$ cat src/rtl/mem_port_arbiter.sv
// mem_port_arbiter: shares one single-ported memory between instruction fetch and load/store, one transaction in flight.
// Define ARB_TIMEOUT_EN to add a REQ/RESP watchdog that aborts the transfer and pulses err_o.
module mem_port_arbiter #(
   parameter int WIDTH           = 32,
   parameter int MAX_DATA_GRANTS = 4,
   parameter int TIMEOUT_CYCLES  = 64
) (
   input  logic             clk_i,
   input  logic             rst_i,
   input  logic             if_req_i,
   input  logic [WIDTH-1:0] if_addr_i,
   output logic             if_gnt_o,
   output logic             if_rvalid_o,
   output logic [WIDTH-1:0] if_rdata_o,
   input  logic             dm_req_i,
   input  logic             dm_we_i,
   input  logic [WIDTH-1:0] dm_addr_i,
   input  logic [WIDTH-1:0] dm_wdata_i,
   input  logic [3:0]       dm_wmask_i,
   output logic             dm_gnt_o,
   output logic             dm_rvalid_o,
   output logic [WIDTH-1:0] dm_rdata_o,
   output logic             mem_req_o,
   output logic             mem_we_o,
   output logic [WIDTH-1:0] mem_addr_o,
   output logic [WIDTH-1:0] mem_wdata_o,
   output logic [3:0]       mem_wmask_o,
   input  logic             mem_ready_i,
   input  logic             mem_rvalid_i,
   input  logic [WIDTH-1:0] mem_rdata_i,
   output logic             busy_o,
   output logic             err_o
);
   localparam int CW = $clog2(MAX_DATA_GRANTS) + 1;
   typedef enum logic [1:0] {IDLE, REQ, RESP} state_t;
   state_t state_q, state_d;
   logic own_dm_q, own_dm_d, we_q, we_d, pick_dm, to_hit;
   logic [WIDTH-1:0] addr_q, addr_d, wdata_q, wdata_d, if_rdata_q, if_rdata_d, dm_rdata_q, dm_rdata_d, rd;
   logic [3:0] wmask_q, wmask_d;
   logic [CW-1:0] cnt_q, cnt_d;
   assign pick_dm = dm_req_i & (~if_req_i | (cnt_q < CW'(MAX_DATA_GRANTS)));
`ifdef ARB_TIMEOUT_EN
   localparam int TW = $clog2(TIMEOUT_CYCLES + 1);
   logic [TW-1:0] wait_q, wait_d;
   assign to_hit = ((state_q == REQ && !mem_ready_i) || (state_q == RESP && !mem_rvalid_i)) && wait_q == TW'(TIMEOUT_CYCLES);
   assign wait_d = (state_q == IDLE || state_d != state_q) ? '0 : wait_q + 1'b1;
   always_ff @(posedge clk_i) wait_q <= rst_i ? '0 : wait_d;
`else
   // watchdog compiled out: the limit only feeds a constant-false abort
   assign to_hit = TIMEOUT_CYCLES < 0;
`endif
   assign err_o       = to_hit;
   assign mem_req_o   = state_q == REQ;
   assign mem_we_o    = mem_req_o & we_q;
   assign mem_addr_o  = addr_q;
   assign mem_wdata_o = wdata_q;
   assign mem_wmask_o = wmask_q;
   assign busy_o      = state_q != IDLE;
   assign if_rdata_o  = if_rdata_d;
   assign dm_rdata_o  = dm_rdata_d;
   always_comb begin
      state_d = state_q;
      own_dm_d = own_dm_q;
      addr_d = addr_q;
      we_d = we_q;
      wdata_d = wdata_q;
      wmask_d = wmask_q;
      cnt_d = cnt_q;
      if_gnt_o = 1'b0;
      dm_gnt_o = 1'b0;
      if_rvalid_o = 1'b0;
      dm_rvalid_o = 1'b0;
      rd = mem_rdata_i;
      case (state_q)
         IDLE: if (if_req_i | dm_req_i) begin
            state_d = REQ;
            own_dm_d = pick_dm;
            addr_d = pick_dm ? dm_addr_i : if_addr_i;
            we_d = pick_dm & dm_we_i;
            wdata_d = pick_dm ? dm_wdata_i : '0;
            wmask_d = pick_dm ? dm_wmask_i : '0;
            if (!if_req_i) cnt_d = '0;
         end
         REQ: if (mem_ready_i) begin
            state_d = we_q ? IDLE : RESP;
            if_gnt_o = ~own_dm_q;
            dm_gnt_o = own_dm_q;
            cnt_d = !own_dm_q ? '0 : (if_req_i && cnt_q < CW'(MAX_DATA_GRANTS)) ? cnt_q + 1'b1 : cnt_q;
         end
         RESP: if (mem_rvalid_i) begin
            state_d = IDLE;
            if_rvalid_o = ~own_dm_q;
            dm_rvalid_o = own_dm_q;
         end
         default: state_d = IDLE;
      endcase
      if (to_hit) begin
         state_d = IDLE;
         if_gnt_o = ~own_dm_q;
         dm_gnt_o = own_dm_q;
         if_rvalid_o = ~own_dm_q & ~we_q;
         dm_rvalid_o = own_dm_q & ~we_q;
         rd = '0;
      end
      if_rdata_d = if_rvalid_o ? rd : if_rdata_q;
      dm_rdata_d = dm_rvalid_o ? rd : dm_rdata_q;
   end
   always_ff @(posedge clk_i) begin
      if (rst_i) begin
         state_q <= IDLE;
         own_dm_q <= 1'b0;
         addr_q <= '0;
         we_q <= 1'b0;
         wdata_q <= '0;
         wmask_q <= '0;
         cnt_q <= '0;
         if_rdata_q <= '0;
         dm_rdata_q <= '0;
      end else begin
         state_q <= state_d;
         own_dm_q <= own_dm_d;
         addr_q <= addr_d;
         we_q <= we_d;
         wdata_q <= wdata_d;
         wmask_q <= wmask_d;
         cnt_q <= cnt_d;
         if_rdata_q <= if_rdata_d;
         dm_rdata_q <= dm_rdata_d;
      end
   end
endmodule

$ cat config.mk
export PLATFORM = sky130hd
export DESIGN_NAME = mem_port_arbiter
export DESIGN_NICKNAME = d
export VERILOG_FILES = /design/src/rtl/mem_port_arbiter.sv
export SDC_FILE = /design/constraint.sdc
export NUM_CORES = 1
export LEC_CHECK = 0
export CELL_PAD_IN_SITES_DETAIL_PLACEMENT = 1
export CELL_PAD_IN_SITES_GLOBAL_PLACEMENT = 2
export CORE_MARGIN = 5
export CORE_UTILIZATION = 24
export CTS_CLUSTER_SIZE = 30
export DETAILED_ROUTE_END_ITERATION = 8
export GPL_ROUTABILITY_DRIVEN = 1
export PLACE_DENSITY_LB_ADDON = 0.12
export SYNTH_ARGS = -nofsm -noshare
export SYNTH_HDL_FRONTEND = slang
export SYNTH_SLANG_ARGS = --single-unit
$ cat constraint.sdc
create_clock -name clk_i -period 2.4 [get_ports clk_i]
set_input_delay 0.48 -clock clk_i [delete_from_list [all_inputs] [get_ports clk_i]]
set_output_delay 0.48 -clock clk_i [all_outputs]
set_load 0.01 [all_outputs]
# Yosys cells after proc, flatten, opt, wreduce, memory -nomap -nowiden
# Cells that the tools add are included.
word_totals:
  out_inout_bits: 140
  ff_bits: 139
op_classes:
  add_sub_neg: 1
  n_lt_le_gt_ge: 1
  reduce_logical: 7
  n_mux: 24
  eq_ne: 7
  bitwise: 7
op_table:
  columns: ["cell", "count"]
  rows:
  - ["$mux W32", 4]
  - ["$mux W3", 5]
  - ["$mux W1", 8]
  - ["$mux W2", 4]
  - ["$ne A2 B2 Y1 const B", 3]
  - ["$pmux W2 S3", 1]
  - ["$pmux W3 S2", 1]
  - ["$reduce_and A5 Y1", 1]
  - ["$mux W4", 1]
  - ["$reduce_bool A2 Y1", 2]
  - ["$add A3 B1 Y3 const B", 1]
  - ["$and A1 B1 Y1", 3]
  - ["$lt A3 B3 Y1 const B", 1]
  - ["$ne A3 B2 Y1 const B", 1]
  - ["$reduce_and A3 Y1", 1]
  - ["$eq A2 B1 Y1 const B", 1]
  - ["$eq A2 B2 Y1 const B", 1]
  - ["$logic_not A2 Y1", 1]
  - ["$ne A2 B1 Y1 const B", 1]
  - ["$not A1 Y1", 2]
  - ["$or A1 B1 Y1", 2]
  - ["$reduce_and A2 Y1", 1]
  - ["$logic_and A1 B1 Y1", 1]

# Longest topological paths before layout
# Gate-level depths: netlist of the first run.
logic_depth:
  word_depth: 6
  mapped_depth: 7
  depth_no_buf: 4

# Least setup slack after synthesis of the first run
# No wires, ideal clock.
synth_path:
  path_kind: "input -> output"
  start: "input mem_rvalid_i"
  end: "output if_rdata_o[20]"
  setup_slack_ps: 499
  path_stages: 4
  t_arrival_ps: 1421
  n_path_buf: 2
  path_cell_list: "nor4bb_4 buf_6 buf_12 mux2_2"
synth_between:
  elab_chain_cells: 3
synth_rtl:
  columns: ["element", "line_no", "source"]
  rows:
  - ["start: declaration", "29", "input logic mem_rvalid_i,"]
  - ["$mux W1", "90", "RESP: if (mem_rvalid_i) begin"]
  - ["$mux W1", "74", "case (state_q)"]
  - ["$mux W32", "105", "if_rdata_d = if_rvalid_o ? rd : if_rdata_q;"]
  - ["end: declaration", "14", "output logic [WIDTH-1:0] if_rdata_o,"]
# No other way between the ends.

# Worst setup path after layout of the first run
layout_path:
  start: "register own_dm_q"
  end: "output if_rdata_o[12]"
layout_between:
  elab_chain_cells: 4
layout_rtl:
  columns: ["element", "line_no", "source"]
  rows:
  - ["start: declaration", "37", "logic own_dm_q, own_dm_d, we_q, we_d, pick_dm, to_hit;"]
  - ["start signal: assignment", "121", "own_dm_q <= own_dm_d;"]
  - ["$not A1 Y1", null, null]
  - ["$mux W1", "90", null]
  - ["$mux W1", "74", null]
  - ["$mux W32", "105", null]
# No other way between the ends.

==> metrics list, run 1 <==
* Seq cells post-synth: 139
- Number of nets in the layout: 988
- Summing the sequential cell areas from Yosys gives about 47% of the chip area.
* Fmax: 409.1 MHz
- Worst-Margin Slew: between 0.8 and 0.9 ns
- Wire length of the first global-routing pass: approximately 34000 um
- Post-Synth Simple-Gate Area: about an eighth
* Violations in the final reports: setup timing
* Post-CTS clock slew at the launch and capture registers of the worst setup and hold paths: 0.06 ns
- The floorplan step set the die height to 167.7 um.
- Setup violations remaining at the end of the flow were counted as 15.
- In the synthesized netlist, the number of instances is 569.
- Final HPWL DP: 15120 um
* Critical Path Fanout Max: 8
- Worst setup SP type: flip-flop
- For this run, the total global-route usage over all layers was measured as 15.35%.
- In this run, distinct cell masters in the synthesized netlist total 38.
* Cell area after layout: 9916 um^2
- Cell total after placement: 1134
* Number of antenna violations at the first check in global routing: 2
* Relative slew slack: 44.90%
- CTS max path bufs: 2
- Port Buf Inserts: 277
- Run status: finished with violations
* Remaining global-route overflow: 0
- After synthesis, the share of flip-flops with an asynchronous set or reset is 0%.
- Classification of the worst setup path: reg -> out
- Critical path data arrival time: between 1.5 and 2 ns
- After filler insertion, the fill cell instance count of the layout stands at 2683.
* Detailed router's first-iteration violation count: 167
- TritonCTS created 17 clock buffers.
* RePlAce Congestion: 0.7193
* Total Die Area: roughly 28000 um^2
- The initial utilization of the core area, before any placement, comes to 24.48%.
* Diode count: 0
- HP Class: in -> reg
- Area occupied by registers: 2786 um^2
- Area Overhead vs Synth: 66.07%
* Final count of hold timing violations: 0
* Total wire length: 21740 um
* Reported max-cap violation count: 0
- After synthesis the cells add up to 5971 um^2.
- Vias in the first global route: slightly below 6000
- The smallest clock period supported by the final layout is computed as 2.444 ns.
* Number of synthesis warnings: 0
* Width of the die: ~170 um
* Maximum vdd drop: approximately 0.00037 V
* Period utilization: 101.8%
* Synth Area in Compound Gates: 14.21%
- Synthesis produced a netlist with a net count of 709.
* Total I/O pin count: roughly 280
* Post-Syn Area per Cell: 10.49 um^2
- The clock arrives with roughly 0.0094 ns of skew.
- The pre-antenna-repair detailed-routing pass consisted of 4 iterations.
- Data on the critical path is required at its endpoint by 1.92 ns.
- Of the post-synthesis cell area, the part taken by muxes is 20.14%.
* Post-placement cell area: between 9000 and 10000 um^2
- The core region is 24390 um^2.
- Clk sinks: 139
- Counting flops with a built-in enable in the synthesized netlist gives 0.
- TritonCTS clock tree: done
- Via count: 5357
- In the synthesized netlist the dominant register cell turns out to be sky130_fd_sc_hd__dfxtp_1.
- In the post-route analysis, the smallest setup slack over all paths is -0.04422 ns.
- Entering global routing, the biggest net connects 72 pins.
* Area of the multi-input gates: 2937 um^2
- After Yosys synthesis, full adders, half adders and majority gates account for 0.2096% of the synthesized area.
- Fraction of layout instances using a drive strength above 1: 24.27%
- Residual DRC: 0
- After detailed routing, the number of vias per cell comes to 4.521.
- In this run the core area contains between 50 and 60 standard-cell rows.
- The final max-slew violation count came to 0.
- Post-route ant nets: 0
- Final non-filler cell total: 1185
- Setup repair after global routing could not meet its margin everywhere.
- The H-tree was split into 4 levels.
- Dividing the detail-routed wire length by the instance count gives 18.35 um.
- Synthesized-area fraction occupied by xor and xnor cells: 0%
- Kind of end point of the critical path: primary output
- Largest family of logic cells by synthesized area: multiplexers
* Clock latency of the later-clocked register in the worst-skew pair: between 0.4 and 0.5 ns
- Leakage power figure: 4.161 nW
* Total power per unit cell area: approximately 630 nW/um^2
- CTS placed an instance of sky130_fd_sc_hd__clkbuf_16 at the clock tree root.
==> kinds of logic (layout without fill, tap and decap cells) <==
group / after synthesis / in the layout
buffers and inverters: 58 / 350
AOI/OAI and AO/OA: 150 / 150
other: 1 / 1
adders and majority gates: 1 / 1
DFF: 139 / 139
and+or+nand+nor: 124 / 124
muxes: 96 / 96
==> Yosys cell counts (2+ instances only) <==
master                     number  area share (%)
sky130_fd_sc_hd__inv_1          3            0.19
sky130_fd_sc_hd__and2b_1       20             2.5
sky130_fd_sc_hd__nand3_1       37             3.1
sky130_fd_sc_hd__and2_2         2            0.25
sky130_fd_sc_hd__buf_4          6            0.75
sky130_fd_sc_hd__nor2b_1       45             4.7
sky130_fd_sc_hd__mux2i_1       32             5.4
sky130_fd_sc_hd__o21ai_1        3            0.25
sky130_fd_sc_hd__nor2_1         4            0.25
sky130_fd_sc_hd__mux2_2        21             4.0
sky130_fd_sc_hd__buf_6          4            0.75
sky130_fd_sc_hd__o21ai_0       37             3.1
sky130_fd_sc_hd__dfxtp_1      139              47
sky130_fd_sc_hd__mux2_4        43              11
sky130_fd_sc_hd__a211oi_1      34             4.3
sky130_fd_sc_hd__nand2b_1       3            0.31
sky130_fd_sc_hd__buf_12         3             1.0
sky130_fd_sc_hd__a21oi_1       72             6.0
sky130_fd_sc_hd__buf_1          3            0.19
sky130_fd_sc_hd__clkbuf_1      32             2.0
sky130_fd_sc_hd__buf_2          7            0.59
sky130_fd_sc_hd__nand2_1        3            0.19
==> per-stage QoR <==
| stage | util, % | setup TNS [ns] | hold WS, ns | setup WS, ns | power (mW) |
|---|---|---|---|---|---|
| after floorplan | - | 0 | 0.4446 | 0.4993 | 2.994 |
| after global placement | 37.26 | -27.40 | 0.4577 | -0.5464 | 3.634 |
| after detailed placement | 37.26 | -28.50 | 0.4722 | -0.5835 | 3.662 |
| after CTS | 40.58 | -1.992 | 0.4172 | -0.07949 | 6.367 |
| after global routing | 40.65 | -3.948 | 0.4428 | -0.1415 | 6.556 |
| final | 40.65 | -0.4757 | 0.4443 | -0.04422 | 6.236 |
==> final timing paths <==
check / startpoint / to / slack [ns] / cells after the start
max reg2reg: state_q[0] / mem_addr_o[3] / 0.59 / 5
min reg2reg: mem_wdata_o[8] / mem_wdata_o[8] / 0.48 / 2
max: own_dm_q / if_rdata_o[12] / -0.04 / 7
min: rst_i / dm_rdata_q[0] / 0.44 / 2
==> placed cells by master (no fill, tap or decap), types with 2 or more instances in the layout <==
cell type,count
sky130_fd_sc_hd__clkdlybuf4s50_1,208
sky130_fd_sc_hd__dfxtp_1,136
sky130_fd_sc_hd__a21oi_1,72
sky130_fd_sc_hd__mux2_4,57
sky130_fd_sc_hd__nor2b_1,44
sky130_fd_sc_hd__nand3_1,37
sky130_fd_sc_hd__o21ai_0,37
sky130_fd_sc_hd__buf_6,36
sky130_fd_sc_hd__a211oi_1,34
sky130_fd_sc_hd__mux2i_1,32
sky130_fd_sc_hd__buf_2,28
sky130_fd_sc_hd__and2b_1,20
sky130_fd_sc_hd__buf_4,19
sky130_fd_sc_hd__clkbuf_16,17
sky130_fd_sc_hd__buf_12,11
sky130_fd_sc_hd__mux2_2,7
sky130_fd_sc_hd__dlygate4sd2_1,7
sky130_fd_sc_hd__clkinv_4,5
sky130_fd_sc_hd__buf_16,4
sky130_fd_sc_hd__inv_1,3
sky130_fd_sc_hd__o21ai_1,3
sky130_fd_sc_hd__nand2_1,3
sky130_fd_sc_hd__nand2b_1,3
sky130_fd_sc_hd__inv_6,3
sky130_fd_sc_hd__clkinvlp_4,3
sky130_fd_sc_hd__dfxtp_2,3
sky130_fd_sc_hd__and2_2,2
sky130_fd_sc_hd__nor2_1,2
sky130_fd_sc_hd__nor2_2,2
sky130_fd_sc_hd__clkbuf_8,2
==> worst max-delay path: stages, from the launching register on <==
cell,delay [ns]
sky130_fd_sc_hd__dfxtp_2,0.33
sky130_fd_sc_hd__nor4bb_4,0.29
sky130_fd_sc_hd__buf_6,0.15
sky130_fd_sc_hd__buf_12,0.10
sky130_fd_sc_hd__buf_12,0.11
sky130_fd_sc_hd__buf_16,0.14
sky130_fd_sc_hd__mux2_4,0.32
sky130_fd_sc_hd__buf_6,0.12
==> power breakdown <==
part	total [mW]	switching, mW	internal (mW)
logic	1.13	0.510	0.622
registers	2.49	0.0618	2.43
clock network	2.61	1.11	1.51
total	6.24	1.68	4.56
==> timing repair <==
item / CTS / global route
hold buffers: 0 / 0
buffers inserted: 13 / 2
gates resized for setup: 306 / 6
gates cloned: 5 / 0
setup endpoints to repair: 68 / 65
pin swaps: 2 / 2
==> area by class of cell <==
| cell class | count | area share [%] |
|---|---|---|
| repair buffers | 315 | 32.16 |
| multi-input cells | 372 | 29.62 |
| flip-flops and latches | 139 | 28.10 |
| clock buffers | 19 | 4.568 |
| well taps | 324 | 4.088 |
| clock inverters | 13 | 1.350 |
| inverters | 3 | 0.1136 |
==> sequential cells by signal, indices dropped and copies added (netlist names) <==
register / flops
cnt_q: 3
mem_wmask_o: 4
if_rdata_q: 32
mem_wdata_o: 32
mem_addr_o: 32
state_q: 2
we_q: 1
own_dm_q: 1
dm_rdata_q: 32
==> layer usage <==
| layer | share of wire, % | global-route usage [%] | up-vias |
|---|---|---|---|
| li1 | - | - | 2577 |
| met1 | 42 | 18.26 | 2577 |
| met2 | 48 | 25.84 | 179 |
| met3 | 8.3 | 6.223 | 20 |
| met4 | 1.1 | 3.917 | 4 |
| met5 | 0.12 | 0 | - |
Power figures use the tool's default switching activity.
==> inputs of run 2 (changes only) <==
Settings changed: CORE_UTILIZATION 24 to 37, DONT_BUFFER_PORTS set to 1.
==> run 2 against run 1 <==
The flow now finishes without violations. Routed wire length decreased by 23%. Sequential power increased by 4%. Combinational power decreased by 58%. Sequential share of layout area increased by 14 points. Flip-flop and latch count unchanged. Critical endpoint is now if_rdata_o[8].
==> metrics list, run 2 (synthesized netlist as in run 1, its figures left out) <==
- Run status: completed (was finished with violations)
* Vias in the first global route: 4470 (was 5860)
- The leakage power figure came to 2.748 nW (was 4.161 nW).
* Worst r2r dst: if_rdata_q[26] (was mem_addr_o[3])
- The cell chosen for the clock root was sky130_fd_sc_hd__clkbuf_16 (unchanged).
- The start point of the worst hold path is rst_i (unchanged).
- Sum Neg Setup Slack: 0 ns (was -0.4757 ns)
- Post-route ant nets: 0 (unchanged)
* Width of the die: 137.0 um (was 167.7 um)
* Diode count: 0 (unchanged)
- The register-to-register setup slack was 0.66 ns (was 0.59 ns).
* TritonCTS clock tree: done (unchanged)
* Cell-internal power: 3.999 mW (was 4.557 mW)
- The global-route wire length before repair was 24960 um (was 34200 um).
- CTS max path bufs: 2 (unchanged)
- The power share of the sequential group is 48.2% (was 39.9%).
- Worst reg2reg path startpoint: own_dm_q (was state_q[0])
* Core footprint: 15890 um^2 (was 24390 um^2)
- The worst-case setup margin in the final layout was 0.05117 ns (was -0.04422 ns).
- Length of the first detailed-routing pass in iterations: 4 (unchanged)
- Data required time at the worst endpoint: 1.92 ns (about the same)
- Total wire length: 16740 um (was 21740 um)
* Reported max-cap violation count: 0 (unchanged)
* H-tree Lvls: 4 (unchanged)
- The violation count after the first detailed-route iteration came to 159 (was 167).
* Total power per unit cell area: 800.7 nW/um^2 (was 628.9 nW/um^2)
- Remaining global-route overflow: 0 (unchanged)
- The proportion of layout cells with a drive suffix above 1 was 21.51% (was 24.27%).
- The final max-slew violation count was 0 (unchanged).
- Number of placement rows: 46 (was 57)
* Area of the multi-input gates: 2884 um^2 (was 2937 um^2)
- Final HPWL DP: 11250 um (was 15120 um)
- Worst setup slack before clock tree synthesis: 0.3392 ns (was -0.5835 ns)
- The worst hold slack after final layout came to 0.1622 ns (was 0.4443 ns).
- Combinational Power Share: 8.8% (was 18.1%)
- The count of input and output buffers is 0 (was 277).
- The number of cells on the worst reg-to-reg path is 5 (unchanged).
* Area occupied by registers: 2791 um^2 (was 2786 um^2)
* RePlAce Congestion: 0.7420 (was 0.7193)
* Worst-Margin Slew: 0.6385 ns (was 0.8265 ns)
- Critical Path Start: own_dm_q (unchanged)
- Maximum vdd drop: 0.0004814 V (was 0.0003735 V)
* Area Overhead vs Synth: 11.78% (was 66.07%)
- Total global routing track utilization: 17.25% (was 15.35%)
- Final design utilization: 42.01% (was 40.65%)
- Critical Path Fanout Max: 8 (unchanged)
- The number of clock sinks seen by CTS came to 139 (unchanged).
* Total power: 5.344 mW (was 6.236 mW)
* Clock group share of total power: 43.0% (was 41.9%)
- Leading cell types in the layout, fill and taps excluded: sky130_fd_sc_hd__dfxtp_1 (136), sky130_fd_sc_hd__a21oi_1 (72), sky130_fd_sc_hd__mux2_4 (45), sky130_fd_sc_hd__nor2b_1 (45) (was sky130_fd_sc_hd__clkdlybuf4s50_1 (208), sky130_fd_sc_hd__dfxtp_1 (136), sky130_fd_sc_hd__a21oi_1 (72)).
- Setup skew after layout: 0.006217 ns (was 0.009386 ns)
- HP Class: in -> reg (unchanged)
* Routed length per placed instance: 21.63 um (was 18.35 um)
* Post-CTS clock slew at the launch and capture registers of the worst setup and hold paths: 0.06 ns (about the same)
* RSZ-0062 raised after global routing: true (unchanged)
- Worst setup SP type: flip-flop (unchanged)
- Kind of end point of the critical path: primary output (unchanged)
- Total I/O pin count: 279 (unchanged)
- Clock buffers created by TritonCTS: 17 (unchanged)
- Fill cell instance count of the final layout: 1761 (was 2683)
* Classification of the worst setup path: reg -> out (unchanged)
* Number of cells on the worst hold path: 1 (was 2)
- Via count: 4152 (was 5357)
- Number of antenna violations at the first check in global routing: 0 (was 2)
- Critical path data arrival time: 1.87 ns (was 1.96 ns)
- The post-route clock period utilization is 97.87% (was 101.8%).
* Setup violation total in the final timing report: 0 (was 15)
* Y dimension of the die: 137.0 um (was 167.7 um)
* P_sw: 1.345 mW (was 1.679 mW)
- The terminating pin of the worst hold path is dm_rdata_q[17] (was dm_rdata_q[0]).
* Total Die Area: 18780 um^2 (was 28130 um^2)
* Starting utilization of the core area: 37.59% (was 24.48%)
- Clock latency of the later-clocked register in the worst-skew pair: 0.41 ns (was 0.42 ns)
* Residual DRC: 0 (unchanged)
- Vias per inst: 5.364 (was 4.521)
- The clock period minus final worst setup slack was 2.349 ns (was 2.444 ns).
- Most frequent standard cell in the layout excluding fill and tap cells: sky130_fd_sc_hd__dfxtp_1 (was sky130_fd_sc_hd__clkdlybuf4s50_1)
- Post-cts hold buffer count: 0 (unchanged)
* Maximum number of pins on one net before global-route repair: 141 (was 72)
- Relative slew slack: 57.43% (was 44.90%)
- The number of nets in the final layout came to 689 (was 988).
* Fmax: 425.7 MHz (was 409.1 MHz)
- Net switching share of the total power: 25.16% (was 26.92%)
* Final count of hold timing violations: 0 (unchanged)
## run 2: changes by cell type in the layout (fill, tap and decap cells not counted), sizes merged, moves of 3 or more
cell / delta
clkdlybuf4s50: -208
buf: -85
dlygate4sd2: -7
inv: -4
clkbuf: +3
## run 2: area by class of cell
cell class / instances / share of cell area (%)
Clock buffer: 21 / 7.049
Clock inverter: 7 / 0.6937
Inverter: 3 / 0.1687
Multi-Input combinational cell: 372 / 43.21
Sequential cell: 139 / 41.83
Tap cell: 216 / 4.049
Timing Repair Buffer: 16 / 3.000
## run 2: per-stage QoR
step | instances | cell area, um^2
after floorplan | 569 | 5971
after global routing | 774 | 6674
final | 774 | 6674
after global placement | 741 | 6061
after detailed placement | 741 | 6061
after CTS | 771 | 6620
## run 2: worst max path at each step
stage | endpoint | cells past startpoint | slack [ns]
5_1_grt | if_rdata_o[5] | 4 | -0.02
4_1_cts | dm_rdata_o[27] | 3 | 0.0001
3_3_place_gp | if_rdata_o[6] | 3 | 0.39
3_5_place_dp | if_rdata_o[0] | 3 | 0.34
6_report | if_rdata_o[8] | 4 | 0.05
2_1_floorplan | if_rdata_o[20] | 4 | 0.50
## run 2: power by group through the flow
stage	Clock [mW]	Combinational (mW)	Sequential [mW]
2_1_floorplan	0	0.412	2.58
3_3_place_gp	0	0.455	2.63
3_5_place_dp	0	0.471	2.63
4_1_cts	2.38	0.475	2.58
5_1_grt	2.48	0.529	2.59
6_report	2.30	0.470	2.58
## run 2: routing by layer
layer | vias up | wire (um) | part of all wire (%) | GRT usage [%]
met5 | - | 0 | 0 | 0
met4 | 0 | 279 | 1.7 | 6.264
met3 | 18 | 1871 | 11 | 8.419
met2 | 166 | 8269 | 49 | 28.83
met1 | 1998 | 6320 | 38 | 18.98
li1 | 1970 | - | - | -
## run 2: timing repair
| item | 4_1_cts | 5_1_grt |
|---|---|---|
| pin swaps | 1 | 1 |
| setup endpoints to repair | 54 | 42 |
| gates resized for setup | 2 | 5 |
| gates cloned | 1 | 1 |
| buffers inserted | 1 | 2 |
## run 2: critical path, stage by stage (launching register included)
cell                        delay (ns)
sky130_fd_sc_hd__dfxtp_4          0.38
sky130_fd_sc_hd__nor4bb_4         0.34
sky130_fd_sc_hd__buf_4            0.20
sky130_fd_sc_hd__clkbuf_16        0.17
sky130_fd_sc_hd__mux2_2           0.38
